$ cat src/rtl/mem_arbiter_if.sv
// ----------------------------------------------------------------------------
// mem_arbiter_if
// Bundles the instruction-fetch port, the data port, the memory port and the
// status outputs of mem_arbiter.
//   IF_*       : fetch request/grant, address, returned word, valid pulse
//   D_*        : data request/grant, address, store data, byte enables,
//                returned word, valid pulse
//   Mem_*      : registered memory request/address/data/strobes, ack, rdata
//   Core_Stall : core must wait; Bus_Err : timeout pulse
// Modports:
//   slave  - the arbiter itself
//   master - the environment (fetch unit, load/store unit, memory)
// ----------------------------------------------------------------------------
interface mem_arbiter_if;
    logic        IF_Req;
    logic [31:0] IF_Addr;
    logic        IF_Gnt;
    logic [31:0] IF_Rdata;
    logic        IF_Valid;

    logic        D_Req;
    logic [31:0] D_Addr;
    logic [31:0] D_Wdata;
    logic [3:0]  D_Wstrb;
    logic        D_Gnt;
    logic [31:0] D_Rdata;
    logic        D_Valid;

    logic        Mem_Req;
    logic [31:0] Mem_Addr;
    logic [31:0] Mem_Wdata;
    logic [3:0]  Mem_Wstrb;
    logic        Mem_Ack;
    logic [31:0] Mem_Rdata;

    logic        Core_Stall;
    logic        Bus_Err;

    modport slave (
        input  IF_Req, IF_Addr,
        input  D_Req, D_Addr, D_Wdata, D_Wstrb,
        input  Mem_Ack, Mem_Rdata,
        output IF_Gnt, IF_Rdata, IF_Valid,
        output D_Gnt, D_Rdata, D_Valid,
        output Mem_Req, Mem_Addr, Mem_Wdata, Mem_Wstrb,
        output Core_Stall, Bus_Err
    );

    modport master (
        output IF_Req, IF_Addr,
        output D_Req, D_Addr, D_Wdata, D_Wstrb,
        output Mem_Ack, Mem_Rdata,
        input  IF_Gnt, IF_Rdata, IF_Valid,
        input  D_Gnt, D_Rdata, D_Valid,
        input  Mem_Req, Mem_Addr, Mem_Wdata, Mem_Wstrb,
        input  Core_Stall, Bus_Err
    );
endinterface

$ cat src/rtl/mem_arbiter.sv
// ----------------------------------------------------------------------------
// mem_arbiter
// Shares one memory port between an instruction-fetch requester and a data
// requester. At most one access is outstanding. Ties in IDLE are resolved
// round-robin; an access without Mem_Ack for TIMEOUT_CYC cycles is aborted
// with a Bus_Err pulse and zero read data.
// Ports:
//   Clk_Core   - core clock, all state on rising edge
//   Rst_Core_N - synchronous active-low reset
//   bus        - mem_arbiter_if.slave (fetch, data, memory, status signals)
// Parameters:
//   TIMEOUT_CYC - cycles waited for Mem_Ack before abort (2..255)
// ----------------------------------------------------------------------------
module mem_arbiter #(
    parameter int unsigned TIMEOUT_CYC = 16
) (
    input  logic        Clk_Core,
    input  logic        Rst_Core_N,
    mem_arbiter_if.slave bus
);

    typedef enum logic [1:0] {
        IDLE,
        IF_BUSY,
        D_BUSY
    } state_t;

    localparam logic [7:0] WAIT_LAST = 8'(TIMEOUT_CYC - 1);

    state_t      state_q, state_d;
    logic        last_gnt_q, last_gnt_d;   // 1: data was served last
    logic [7:0]  wait_cnt_q, wait_cnt_d;
    logic        mem_req_q, mem_req_d;
    logic [31:0] mem_addr_q, mem_addr_d;
    logic [31:0] mem_wdata_q, mem_wdata_d;
    logic [3:0]  mem_wstrb_q, mem_wstrb_d;
    logic        if_valid_q, if_valid_d;
    logic        d_valid_q, d_valid_d;
    logic        bus_err_q, bus_err_d;
    logic [31:0] if_rdata_q, if_rdata_d;
    logic [31:0] d_rdata_q, d_rdata_d;
    logic        if_gnt, d_gnt;

    always_comb begin
        state_d     = state_q;
        last_gnt_d  = last_gnt_q;
        wait_cnt_d  = wait_cnt_q;
        mem_req_d   = mem_req_q;
        mem_addr_d  = mem_addr_q;
        mem_wdata_d = mem_wdata_q;
        mem_wstrb_d = mem_wstrb_q;
        if_valid_d  = 1'b0;
        d_valid_d   = 1'b0;
        bus_err_d   = 1'b0;
        if_rdata_d  = if_rdata_q;
        d_rdata_d   = d_rdata_q;
        if_gnt      = 1'b0;
        d_gnt       = 1'b0;

        case (state_q)
            IDLE: begin
                // Grants are combinational, so they are gated by reset here;
                // Mem_Ack is simply not looked at in this state.
                if (Rst_Core_N) begin
                    if (bus.IF_Req && (!bus.D_Req || last_gnt_q)) begin
                        if_gnt = 1'b1;
                    end else if (bus.D_Req) begin
                        d_gnt = 1'b1;
                    end
                end
                if (if_gnt) begin
                    state_d     = IF_BUSY;
                    mem_req_d   = 1'b1;
                    mem_addr_d  = bus.IF_Addr;
                    mem_wdata_d = '0;
                    mem_wstrb_d = '0;
                    wait_cnt_d  = '0;
                end else if (d_gnt) begin
                    state_d     = D_BUSY;
                    mem_req_d   = 1'b1;
                    mem_addr_d  = bus.D_Addr;
                    mem_wdata_d = bus.D_Wdata;
                    mem_wstrb_d = bus.D_Wstrb;
                    wait_cnt_d  = '0;
                end
            end

            IF_BUSY, D_BUSY: begin
                // Ack wins over a coinciding timeout.
                if (bus.Mem_Ack) begin
                    state_d    = IDLE;
                    mem_req_d  = 1'b0;
                    last_gnt_d = (state_q == D_BUSY);
                    if (state_q == IF_BUSY) begin
                        if_valid_d = 1'b1;
                        if_rdata_d = bus.Mem_Rdata;
                    end else begin
                        d_valid_d = 1'b1;
                        d_rdata_d = (mem_wstrb_q == 4'b0000) ? bus.Mem_Rdata : 32'h0;
                    end
                end else if (wait_cnt_q == WAIT_LAST) begin
                    state_d    = IDLE;
                    mem_req_d  = 1'b0;
                    last_gnt_d = (state_q == D_BUSY);
                    bus_err_d  = 1'b1;
                    if (state_q == IF_BUSY) begin
                        if_valid_d = 1'b1;
                        if_rdata_d = 32'h0;
                    end else begin
                        d_valid_d = 1'b1;
                        d_rdata_d = 32'h0;
                    end
                end else begin
                    wait_cnt_d = wait_cnt_q + 8'd1;
                end
            end

            default: begin
                state_d = IDLE;
            end
        endcase
    end

    always_ff @(posedge Clk_Core) begin
        if (!Rst_Core_N) begin
            state_q     <= IDLE;
            last_gnt_q  <= 1'b1;
            wait_cnt_q  <= '0;
            mem_req_q   <= 1'b0;
            mem_addr_q  <= '0;
            mem_wdata_q <= '0;
            mem_wstrb_q <= '0;
            if_valid_q  <= 1'b0;
            d_valid_q   <= 1'b0;
            bus_err_q   <= 1'b0;
            if_rdata_q  <= '0;
            d_rdata_q   <= '0;
        end else begin
            state_q     <= state_d;
            last_gnt_q  <= last_gnt_d;
            wait_cnt_q  <= wait_cnt_d;
            mem_req_q   <= mem_req_d;
            mem_addr_q  <= mem_addr_d;
            mem_wdata_q <= mem_wdata_d;
            mem_wstrb_q <= mem_wstrb_d;
            if_valid_q  <= if_valid_d;
            d_valid_q   <= d_valid_d;
            bus_err_q   <= bus_err_d;
            if_rdata_q  <= if_rdata_d;
            d_rdata_q   <= d_rdata_d;
        end
    end

    assign bus.IF_Gnt     = if_gnt;
    assign bus.D_Gnt      = d_gnt;
    assign bus.IF_Valid   = if_valid_q;
    assign bus.D_Valid    = d_valid_q;
    assign bus.IF_Rdata   = if_rdata_q;
    assign bus.D_Rdata    = d_rdata_q;
    assign bus.Mem_Req    = mem_req_q;
    assign bus.Mem_Addr   = mem_addr_q;
    assign bus.Mem_Wdata  = mem_wdata_q;
    assign bus.Mem_Wstrb  = mem_wstrb_q;
    assign bus.Bus_Err    = bus_err_q;
    // In IDLE this reduces to "a request is pending"; otherwise always high.
    assign bus.Core_Stall = (state_q != IDLE) || bus.IF_Req || bus.D_Req;

endmodule
$ cat src/flat_wrapper.sv
// flat-port wrapper written by rule: the top's interface ports become plain ports
module mem_arbiter_flat 
#(
    parameter int unsigned TIMEOUT_CYC = 16
)
  (Clk_Core, Rst_Core_N, bus_IF_Req, bus_IF_Addr, bus_D_Req, bus_D_Addr, bus_D_Wdata, bus_D_Wstrb, bus_Mem_Ack, bus_Mem_Rdata, bus_IF_Gnt, bus_IF_Rdata, bus_IF_Valid, bus_D_Gnt, bus_D_Rdata, bus_D_Valid, bus_Mem_Req, bus_Mem_Addr, bus_Mem_Wdata, bus_Mem_Wstrb, bus_Core_Stall, bus_Bus_Err);
  mem_arbiter_if bus_i ();
  input  logic Clk_Core;
  input  logic Rst_Core_N;
  input wire logic [$bits(bus_i.IF_Req)-1:0] bus_IF_Req;
  input wire logic [$bits(bus_i.IF_Addr)-1:0] bus_IF_Addr;
  input wire logic [$bits(bus_i.D_Req)-1:0] bus_D_Req;
  input wire logic [$bits(bus_i.D_Addr)-1:0] bus_D_Addr;
  input wire logic [$bits(bus_i.D_Wdata)-1:0] bus_D_Wdata;
  input wire logic [$bits(bus_i.D_Wstrb)-1:0] bus_D_Wstrb;
  input wire logic [$bits(bus_i.Mem_Ack)-1:0] bus_Mem_Ack;
  input wire logic [$bits(bus_i.Mem_Rdata)-1:0] bus_Mem_Rdata;
  output wire logic [$bits(bus_i.IF_Gnt)-1:0] bus_IF_Gnt;
  output wire logic [$bits(bus_i.IF_Rdata)-1:0] bus_IF_Rdata;
  output wire logic [$bits(bus_i.IF_Valid)-1:0] bus_IF_Valid;
  output wire logic [$bits(bus_i.D_Gnt)-1:0] bus_D_Gnt;
  output wire logic [$bits(bus_i.D_Rdata)-1:0] bus_D_Rdata;
  output wire logic [$bits(bus_i.D_Valid)-1:0] bus_D_Valid;
  output wire logic [$bits(bus_i.Mem_Req)-1:0] bus_Mem_Req;
  output wire logic [$bits(bus_i.Mem_Addr)-1:0] bus_Mem_Addr;
  output wire logic [$bits(bus_i.Mem_Wdata)-1:0] bus_Mem_Wdata;
  output wire logic [$bits(bus_i.Mem_Wstrb)-1:0] bus_Mem_Wstrb;
  output wire logic [$bits(bus_i.Core_Stall)-1:0] bus_Core_Stall;
  output wire logic [$bits(bus_i.Bus_Err)-1:0] bus_Bus_Err;
  assign bus_i.IF_Req = bus_IF_Req;
  assign bus_i.IF_Addr = bus_IF_Addr;
  assign bus_i.D_Req = bus_D_Req;
  assign bus_i.D_Addr = bus_D_Addr;
  assign bus_i.D_Wdata = bus_D_Wdata;
  assign bus_i.D_Wstrb = bus_D_Wstrb;
  assign bus_i.Mem_Ack = bus_Mem_Ack;
  assign bus_i.Mem_Rdata = bus_Mem_Rdata;
  assign bus_IF_Gnt = bus_i.IF_Gnt;
  assign bus_IF_Rdata = bus_i.IF_Rdata;
  assign bus_IF_Valid = bus_i.IF_Valid;
  assign bus_D_Gnt = bus_i.D_Gnt;
  assign bus_D_Rdata = bus_i.D_Rdata;
  assign bus_D_Valid = bus_i.D_Valid;
  assign bus_Mem_Req = bus_i.Mem_Req;
  assign bus_Mem_Addr = bus_i.Mem_Addr;
  assign bus_Mem_Wdata = bus_i.Mem_Wdata;
  assign bus_Mem_Wstrb = bus_i.Mem_Wstrb;
  assign bus_Core_Stall = bus_i.Core_Stall;
  assign bus_Bus_Err = bus_i.Bus_Err;
  mem_arbiter #(.TIMEOUT_CYC(TIMEOUT_CYC)) u_core (.Clk_Core(Clk_Core), .Rst_Core_N(Rst_Core_N), .bus(bus_i));
endmodule
$ cat config.mk
export PLATFORM = sky130hd
export DESIGN_NAME = mem_arbiter_flat
export DESIGN_NICKNAME = d
export VERILOG_FILES = /design/src/rtl/mem_arbiter_if.sv /design/src/rtl/mem_arbiter.sv /design/src/flat_wrapper.sv
export SDC_FILE = /design/constraint.sdc
export NUM_CORES = 1
export LEC_CHECK = 0
export BUFFER_PORTS_ARGS = -buffer_cell sky130_fd_sc_hd__buf_2
export CAP_MARGIN = 20
export CORE_MARGIN = 3
export CORE_UTILIZATION = 50
export DETAILED_ROUTE_END_ITERATION = 6
export PLACE_DENSITY = 0.87
export SLEW_MARGIN = 10
export SYNTH_ARGS = -nofsm -noshare
export SYNTH_HDL_FRONTEND = slang
export SYNTH_SLANG_ARGS = --single-unit
$ cat constraint.sdc
create_clock -name Clk_Core -period 3.4 [get_ports Clk_Core]
set_input_delay 0.17 -clock Clk_Core [delete_from_list [all_inputs] [get_ports Clk_Core]]
set_output_delay 0.17 -clock Clk_Core [all_outputs]
set_load 0.005 [all_outputs]
# Yosys cells after proc, flatten, opt, wreduce, memory -nomap -nowiden
# Cells that the tools add are included.
[word_totals] elab_cells=92 in_bits=137 register_bits=147 out_inout_bits=139
[classes] reduce_logical=21 bitwise=3 add_sub_neg=1 n_eq_ne=7 n_mux=48
[ops] cell="2-to-1 mux 32 bit" n=13
[ops] cell="2-to-1 mux 8 bit" n=4
[ops] cell="2-to-1 mux 1 bit" n=22
[ops] cell="one-hot mux 8 bit (2 select lines)" n=1
[ops] cell="AND reduction 3 bit" n=3
[ops] cell="adder 8 x 1 -> 8 bit (second input constant)" n=1
[ops] cell="== test 8 x 4 -> 1 bit (second input constant)" n=1
[ops] cell="2-to-1 mux 2 bit" n=4
[ops] cell="2-to-1 mux 4 bit" n=2
[ops] cell="AND reduction 2 bit" n=4
[ops] cell="nonzero test 2 bit" n=4
[ops] cell="logical NOT 4 bit" n=1
[ops] cell="inequality test 2 bit (second input constant)" n=2
[ops] cell="one-hot mux 2 bit (2 select lines)" n=1
[ops] cell="AND reduction 4 bit" n=1
[ops] cell="logical OR 1 bit" n=3
[ops] cell="inequality test 3 x 1 -> 1 bit (second input constant)" n=1
[ops] cell="inequality test 3 x 2 -> 1 bit (second input constant)" n=1
[ops] cell="NOT 1 bit" n=3
[ops] cell="OR reduction 3 bit" n=1
[ops] cell="== test 2 x 1 -> 1 bit (second input constant)" n=1
[ops] cell="== test 2 bit (second input constant)" n=1
[ops] cell="logical NOT 2 bit" n=1
[ops] cell="one-hot mux 1 bit (2 select lines)" n=1
[ops] cell="other kinds (3)" n=3

# Logic depth before layout (Yosys ltp)
# Gate-level depths: netlist of run 1.
[depth] word_depth=9 mapped_depth=8 mapped_depth_nobuf=6

# Least setup slack after synthesis of run 1
# No wires, ideal clock.
[synth_timing] path_type="register to register" start="register u_core.state_q[0]" end="register u_core.d_rdata_q[30], in the netlist u_core.bus.D_Rdata[30]" stages_incl_launch_ff=9 synth_period_minus_slack_ns=1.946 setup_ns=0.061 arrival_time_ns=1.885 setup_slack_ns=1.454 cell_sequence="dfxtp_1 inv_1 ha_1 and2_1 a31o_1 buf_2 a21oi_1 buf_4 a32o_1"
[synth_via] elab_chain_cells=3 word_cells_on_any_way=5 classes_between="eq/ne: 2; bitwise: 1; reduce/logical: 2"
[synth_rtl] item="from (decl)" line="mem_arbiter.sv:30" rtl="state_t state_q, state_d;"
[synth_rtl] item="from (signal assigned)" line="mem_arbiter.sv:139" rtl="state_q <= state_d;"
[synth_rtl] item="== test 2 x 1 -> 1 bit / == test 2 bit (equally long branches)" line="mem_arbiter.sv:60, mem_arbiter.sv:94, mem_arbiter.sv:106"
[synth_rtl] item="OR reduction 2 bit / NOT 1 bit (equally long branches)"
[synth_rtl] item="AND reduction 3 bit (no source line) *"
[synth_rtl] item="to (signal assigned)" line="mem_arbiter.sv:150" rtl="d_rdata_q <= d_rdata_d;"
[synth_rtl] item="to (decl)" line="mem_arbiter.sv:41" rtl="logic [31:0] d_rdata_q, d_rdata_d;"
# Mark *: on every way between the ends. The rest lies on a longest branch, timed or not.
# A chain may end at the register's enable or synchronous reset.

# Final worst setup path of run 1
[layout_timing] start="register u_core.last_gnt_q" end="output bus_IF_Gnt"
[layout_via] elab_chain_cells=6
[layout_rtl] item="from (decl)" line="mem_arbiter.sv:31" rtl="logic last_gnt_q, last_gnt_d;"
[layout_rtl] item="from (signal assigned)" line="mem_arbiter.sv:140" rtl="last_gnt_q <= last_gnt_d;"
[layout_rtl] item="logical OR 1 bit" line="mem_arbiter.sv:65" rtl="if (bus.IF_Req && (!bus.D_Req || last_gnt_q)) begin"
[layout_rtl] item="logical AND 1 bit" line="mem_arbiter.sv:65"
[layout_rtl] item="2-to-1 mux 1 bit" line="mem_arbiter.sv:65"
[layout_rtl] item="2-to-1 mux 1 bit" line="mem_arbiter.sv:64" rtl="if (Rst_Core_N) begin"
[layout_rtl] item="2-to-1 mux 1 bit (2 in series)" line="mem_arbiter.sv:60" rtl="case (state_q)"
[layout_rtl] item="to (decl)" line="flat_wrapper.sv:18" rtl="output wire logic [$bits(bus_i.IF_Gnt)-1:0] bus_IF_Gnt;"
# No other way between the ends. The select of a mux whose other input is x is not followed.

==> out/results.tsv, run 1 <==
stage	metric	value	unit
global_route	grt_busiest_layer	met2	
power_and_ir_drop	sw_frac_of_total	28.1	%
power_and_ir_drop	combPwrFrac	14.3	%
die	dieWidth	114	um
global_route	grt_use_total	25.7	%
die	coreArea	11100	um^2
global_route	grtUsageMet2	44.7	%
global_route	use_met3	5.20	%
power_and_ir_drop	power_leakage	3.57	nW
routing	postRouteAntennaNets	0	
die	die_y	114	um
routing	vias	5867	
logic_synthesis	synth.area.top_cells	dfxtp_1 (51%), a21oi_1 (6.5%), a32o_1 (5.8%)	
critical_path	worstSetupStartpoint	u_core.last_gnt_q	
logic_synthesis	seq_area_frac_synth	50.5	%
routing	vias_per_cell	5.73	
critical_path	cp_top_family	compound AO/OA/AOI/OAI gates	
logic_synthesis	yosys.area.top_type	dfxtp_1	
placement	post-dp-hpwl	12200	um
logic_synthesis	syn-num-nets	773	
power_and_ir_drop	pwr-share-seq	44.4	%
routing	wl	17100	um
power_and_ir_drop	p_sw	1.18	mW
critical_path	slowest_delay	0.75	ns
finish	drive_gt1_share	36.9	%
power_and_ir_drop	intPower	3.01	mW
routing	drc_errors	0	
timing	setup_viol	0	
logic_synthesis	syn_area_per_cell	9.23	um^2
power_and_ir_drop	clockPowerShare	41.3	%
critical_path	r2r_start	u_core.state_q[0]	
cts	clockBufferDepth	2	
logic_synthesis	yosys_warnings	0	
critical_path	startpoint_type	flop	
routing	first_iter_violations	748	
timing	rsz0062_at_grt	false	
timing	slew_violations	0	
routing	drt_pass1_iterations	5	
cts	cts_made_buffers	17	
logic_synthesis	netlist_area	5830	um^2
die	rows	38	
critical_path	worst-path-buf-inv	2	
placement	io_buffer_count	275	
timing	fin_crit_sh	68.1	%
placement	dp.cells	991	
logic_synthesis	ys_seq_elements	147	
logic_synthesis	synth_top_area_share	50.5	%
global_route	grt_pass1_vias	5363	
global_route	overflow	0	
placement	dpl-instance-area	7190	um^2
power_and_ir_drop	total_power	4.19	mW
die	dieArea	13000	um^2
cts	insertion_delay	0.40	ns
timing	clock-skew-final	0.0125	ns
critical_path	cp-end-kind	primary output	
finish	fin_cells	1024	
placement	gp_congestion	0.848	
finish	area_delta_synth_final	33.1	%
worst_hold_path	min_path_type	in2reg	
power_and_ir_drop	ir_worst_vdd	0.000292	V
timing	post-route-min-period	2.32	ns
cts	htreeDepth	4	
timing	fin_setup_tns	0	ns
logic_synthesis	synth.distinct_cells	37	
cts	cts_tree	built	
critical_path	crit_required	3.23	ns
timing	timing.hold.ws	0.0200	ns
critical_path	worst_path_max_delay_cell	o211ai_1	
critical_path	crit_chain	o211ai_1 > buf_4 > nor2_1 > buf_2	
run_status	status	completed	
global_route	grt_antenna_before_repair	0	
critical_path	path_max_fanout	31	
cts	path_clk_slew	0.07	ns
timing	max_freq	0.432	GHz
logic_synthesis	syn_inst	631	
die	start_util	52.4	%
cts	ctsRootBufferMaster	clkbuf_16	
power_and_ir_drop	power_density	541	nW/um^2
global_route	met1_usage	31.8	%
critical_path	crit_arrival	2.15	ns
cts	cts_num_sinks	147	
global_route	grt_pass1_wl	27100	um
run	drv_cap	0	
timing	relSlewSlack	32.6	%
global_route	grt_max_degree	101	
die	io_pins	276	
finish	antenna_cells	0	
timing	hold_viol_final	0	
routing	wire_per_inst	16.7	um
finish	postLayoutCellArea	7750	um^2
timing	worst_slew_pin_slew	1.01	ns
worst_hold_path	hold_start	bus_D_Wdata[7]	
critical_path	crit_type	reg2out	
finish	fin_nets	1013	
## power groups by stage
stage          sequential [mW]  combinational [mW]  clock (mW)
2_1_floorplan             1.91               0.333           0
3_3_place_gp              1.89               0.591           0
3_5_place_dp              1.90               0.601           0
4_1_cts                   1.86               0.603        1.76
5_1_grt                   1.87               0.667        1.84
6_report                  1.86               0.600        1.73
## cells in the mapped netlist
master	instances
dfxtp_1	147
a21oi_1	76
clkbuf_1	46
nand2_1	46
nand3_1	40
o21ai_0	39
nor2_1	36
a32o_1	34
nand4_1	33
a211oi_1	32
mux2i_1	32
buf_2	13
inv_1	8
nor3_1	6
ha_1	5
a2111oi_0	3
a21o_1	3
buf_4	3
buf_6	3
or4_1	3
a31o_2	2
a31oi_1	2
and2_1	2
nor4_4	2
o211ai_1	2
or3_1	2
a311oi_1	1
a31o_1	1
a31oi_2	1
and3_1	1
nand2b_1	1
nor3b_1	1
nor4_1	1
o211a_1	1
o221a_2	1
o31ai_1	1
or2_2	1
## routing by layer
metal / wire [um] / vias to the layer above / share of wire [%]
met4: 300 / 0 / 1.8
met1: 6620 / 2735 / 39
li1: - / 2834 / -
met2: 8830 / 276 / 52
met3: 1340 / 22 / 7.8
met5: 0 / - / 0
## worst paths after layout
check	cells past startpoint	slack [ns]	end
setup / recovery	4	1.08	bus_IF_Gnt
hold / removal	3	0.02	u_core.bus.Mem_Wdata[7]
setup reg to reg	7	1.26	u_core.bus.IF_Rdata[26]
hold reg to reg	2	0.45	u_core.bus.Mem_Wdata[13]
## cell families after synthesis
kind of cell,Yosys count,synth area share [%]
buf+inv,73,5.56
mux,32,5.50
flops,147,50.5
compound gates,199,22.5
fa+ha+maj,5,1.07
simple gates,175,14.9
## timing repair
item | 4_1_cts | 5_1_grt
setup buffers | 0 | 0
hold endpoints to repair | 1 | 0
hold buffers | 1 | 0
resized for setup | 0 | 0
## final cells by class
type	count	area [um^2]
clock buffers	18	429
clock inverters	14	120
fillers	930	3370
inverters	8	31.3
multi-input cells	411	2580
flip-flops and latches	147	2940
well taps	140	175
repair buffers	286	1470
## tightest hold or removal path: stages
cell     delay, ns
buf_2         0.10
nand3_1       0.05
a21oi_1       0.06
## state kept, by name (all words and copies together), names as in the netlist
| register | cells |
|---|---|
| u_core.bus.Mem_Addr | 32 |
| u_core.wait_cnt_q | 8 |
| u_core.bus.Mem_Req | 1 |
| u_core.bus.IF_Valid | 1 |
| u_core.bus.Bus_Err | 1 |
| u_core.last_gnt_q | 1 |
| u_core.bus.D_Rdata | 32 |
| u_core.bus.Mem_Wdata | 32 |
| u_core.bus.D_Valid | 1 |
| u_core.state_q | 2 |
| u_core.bus.IF_Rdata | 32 |
| u_core.bus.Mem_Wstrb | 4 |
## placed cells by master (no fill, tap or decap), types with 3 or more instances in the layout
| cell type | count |
|---|---|
| a2111oi_0 | 3 |
| a211oi_1 | 32 |
| a21o_1 | 3 |
| a21oi_1 | 75 |
| a32o_1 | 34 |
| buf_2 | 275 |
| buf_4 | 9 |
| clkbuf_16 | 17 |
| clkinv_4 | 4 |
| clkinvlp_4 | 3 |
| dfxtp_1 | 147 |
| ha_1 | 5 |
| inv_1 | 7 |
| inv_6 | 4 |
| mux2i_1 | 32 |
| nand2_1 | 46 |
| nand3_1 | 40 |
| nand4_1 | 33 |
| nor2_1 | 36 |
| nor3_1 | 6 |
| o21ai_0 | 39 |
| or4_1 | 3 |
## metrics by stage
stage,utilization [%],setup slack (ns)
after floorplan,-,1.45
after global placement,64.6,1.36
after global routing,69.7,0.963
after CTS,69.7,1.08
after detailed placement,64.6,1.29
final,69.7,1.08
Power figures use the tool's default switching activity.
==> run 2, diff against run 1 <==
--- a/config.mk
+++ b/config.mk
@@ -8,9 +8,9 @@
 export BUFFER_PORTS_ARGS = -buffer_cell sky130_fd_sc_hd__buf_2
 export CAP_MARGIN = 20
 export CORE_MARGIN = 3
-export CORE_UTILIZATION = 50
+export CORE_UTILIZATION = 42
 export DETAILED_ROUTE_END_ITERATION = 6
-export PLACE_DENSITY = 0.87
+export PLACE_DENSITY = 0.78
 export SLEW_MARGIN = 10
 export SYNTH_ARGS = -nofsm -noshare
 export SYNTH_HDL_FRONTEND = slang
==> constraint.sdc (replaced) <==
create_clock -name Clk_Core -period 2.05 [get_ports Clk_Core]
set_input_delay 0.1025 -clock Clk_Core [delete_from_list [all_inputs] [get_ports Clk_Core]]
set_output_delay 0.1025 -clock Clk_Core [all_outputs]
set_load 0.005 [all_outputs]
==> out/results.tsv, run 2 (synthesis gave the netlist of run 1 again) <==
stage	metric	value	unit	change
placement	dpl-instance-area	7390	um^2	+2.7%
die	die_y	124	um	+8.6%
routing	wire_per_inst	16.9	um	+1.3%
finish	regArea	2940	um^2	unchanged
critical_path	startpoint_type	input port		
routing	drt_pass1_iterations	7		+2
global_route	overflow	0		unchanged
global_route	grt_pass1_vias	6011		+12%
routing	vias_per_cell	5.47		-4.5%
placement	gp_congestion	0.859		+1.3%
critical_path	r2r_start	u_core.state_q[0]		
power_and_ir_drop	power_leakage	3.96	nW	+11%
timing	rsz0062_at_grt	false		
global_route	grt_antenna_before_repair	0		unchanged
power_and_ir_drop	power_density	848	nW/um^2	+57%
finish	area_delta_synth_final	49.3	%	
cts	htreeDepth	4		unchanged
power_and_ir_drop	ir_worst_vdd	0.000548	V	+88%
placement	dp.cells	1040		+4.9%
cts	ctsRootBufferMaster	clkbuf_16		
global_route	grt_use_total	24.5	%	-1.2 points
cts	post_cts_buffers	0		unchanged
finish	fin_nets	1094		+8.0%
finish	layout_commonest_cell	buf_2		
routing	postRouteAntennaNets	0		unchanged
cts	clockBufferDepth	2		unchanged
critical_path	cp-end-kind	primary output		
worst_hold_path	hold_depth	3		unchanged
finish	drive_gt1_share	35.3	%	-1.5 points
critical_path	reg2reg_to	u_core.wait_cnt_q[4]		
cts	cts_num_sinks	147		unchanged
finish	multi_input_area	2580	um^2	+0.19%
routing	vias	6245		+6.4%
timing	relSlewSlack	69.5	%	+37 points
critical_path	crit_arrival	1.75	ns	-0.40 ns
placement	io_buffer_count	275		unchanged
timing	fin_crit_sh	90.6	%	
cts	cts_tree	built		
die	io_pins	276		unchanged
critical_path	crit_required	1.95	ns	-1.28 ns
finish	antenna_cells	0		unchanged
worst_hold_path	min_path_type	in2reg		
run_status	status	completed		
routing	first_iter_violations	508		-32%
die	dieArea	15300	um^2	+18%
timing	slew_violations	0		unchanged
critical_path	reg2regPathDepth	7		unchanged
timing	max_freq	0.539	GHz	
finish	fin_cells	1141		+11%
cts	path_clk_slew	0.06	ns	about the same
timing	setup_viol	0		unchanged
timing	clock-skew-final	0.00717	ns	-0.00531 ns
die	start_util	43.5	%	-8.9 points
global_route	grt_pass1_wl	29600	um	+9.5%
placement	post-dp-hpwl	12700	um	+4.1%
critical_path	r2r_setup_slack	0.20	ns	-1.06 ns
timing	worst_slew_pin_slew	0.457	ns	-0.555 ns
finish	layout_common_cells	buf_2 (275), dfxtp_1 (147), a21oi_1 (75)		
finish	fill_cells	1084		+17%
routing	drc_errors	0		unchanged
global_route	grt_max_degree	61		-40%
die	dieWidth	124	um	+8.6%
run	drv_cap	0		unchanged
finish	postLayoutCellArea	8700	um^2	+12%
worst_hold_path	min_to	u_core.bus.Mem_Addr[12]		
critical_path	crit_type	in2out		
die	rows	42		+11%
timing	post-route-min-period	1.86	ns	
timing	fin_setup_tns	0	ns	unchanged
timing	hold_viol_final	0		unchanged
routing	wl	19300	um	+13%
die	coreArea	13400	um^2	+20%
cts	cts_made_buffers	17		unchanged
critical_path	path_max_fanout	11		-65%
cts	insertion_delay	0.42	ns	+0.02 ns
worst_hold_path	hold_start	bus_IF_Addr[12]		
-- run 2: worst max-delay path by stage --
stage,start,end,slack [ns]
after floorplan,u_core.state_q[0],u_core.bus.D_Rdata[30],0.10
after global routing,u_core.state_q[0],bus_D_Gnt,0.005
final,Rst_Core_N,bus_D_Gnt,0.19
after global placement,u_core.state_q[0],u_core.bus.D_Rdata[26],0.19
after detailed placement,u_core.state_q[0],u_core.bus.D_Rdata[28],0.15
after CTS,u_core.state_q[0],bus_D_Gnt,0.11
-- run 2: final cells by class --
| class | instances | area share, % |
|---|---|---|
| sequential | 147 | 33.8 |
| tap | 176 | 2.53 |
| clock inverter | 10 | 1.38 |
| multi-input combinational | 411 | 29.7 |
| timing repair buffer | 367 | 26.6 |
| inverter | 8 | 0.360 |
| clock buffer | 22 | 5.57 |
-- run 2: what timing repair did --
action	in CTS	in global routing
setup endpoints to repair	0	36
hold buffers	69	0
resized for setup	0	4
hold endpoints to repair	99	0
-- run 2: through the flow --
stage	hold slack (ns)	power (mW)	util, %	worst slack [ns]
after global routing	0.0321	7.70	64.9	0.00518
after floorplan	0.253	3.71	-	0.104
after global placement	0.360	4.18	55.1	0.195
after CTS	0.00664	7.41	64.8	0.106
final	0.0213	7.37	64.9	0.193
after detailed placement	0.365	4.20	55.1	0.147
-- run 2: critical path, stage by stage --
cell,delay (ns)
dlygate4sd3_1,0.56
buf_2,0.27
clkinv_2,0.21
a2111oi_0,0.38
buf_2,0.22
-- run 2: power breakdown --
group          internal (mW)  switching, mW
combinational          0.535          0.639
clock                   1.93           1.18
sequential              3.01         0.0780
total                   5.48           1.90
-- run 2: per-layer routing --
layer / track usage, % / part of all wire (%) / up-vias
li1: - / - / 2985
met1: 27.1 / 37 / 2844
met5: 0 / 0 / -
met2: 42.1 / 50 / 356
met3: 7.72 / 9.3 / 60
met4: 12.7 / 3.9 / 0
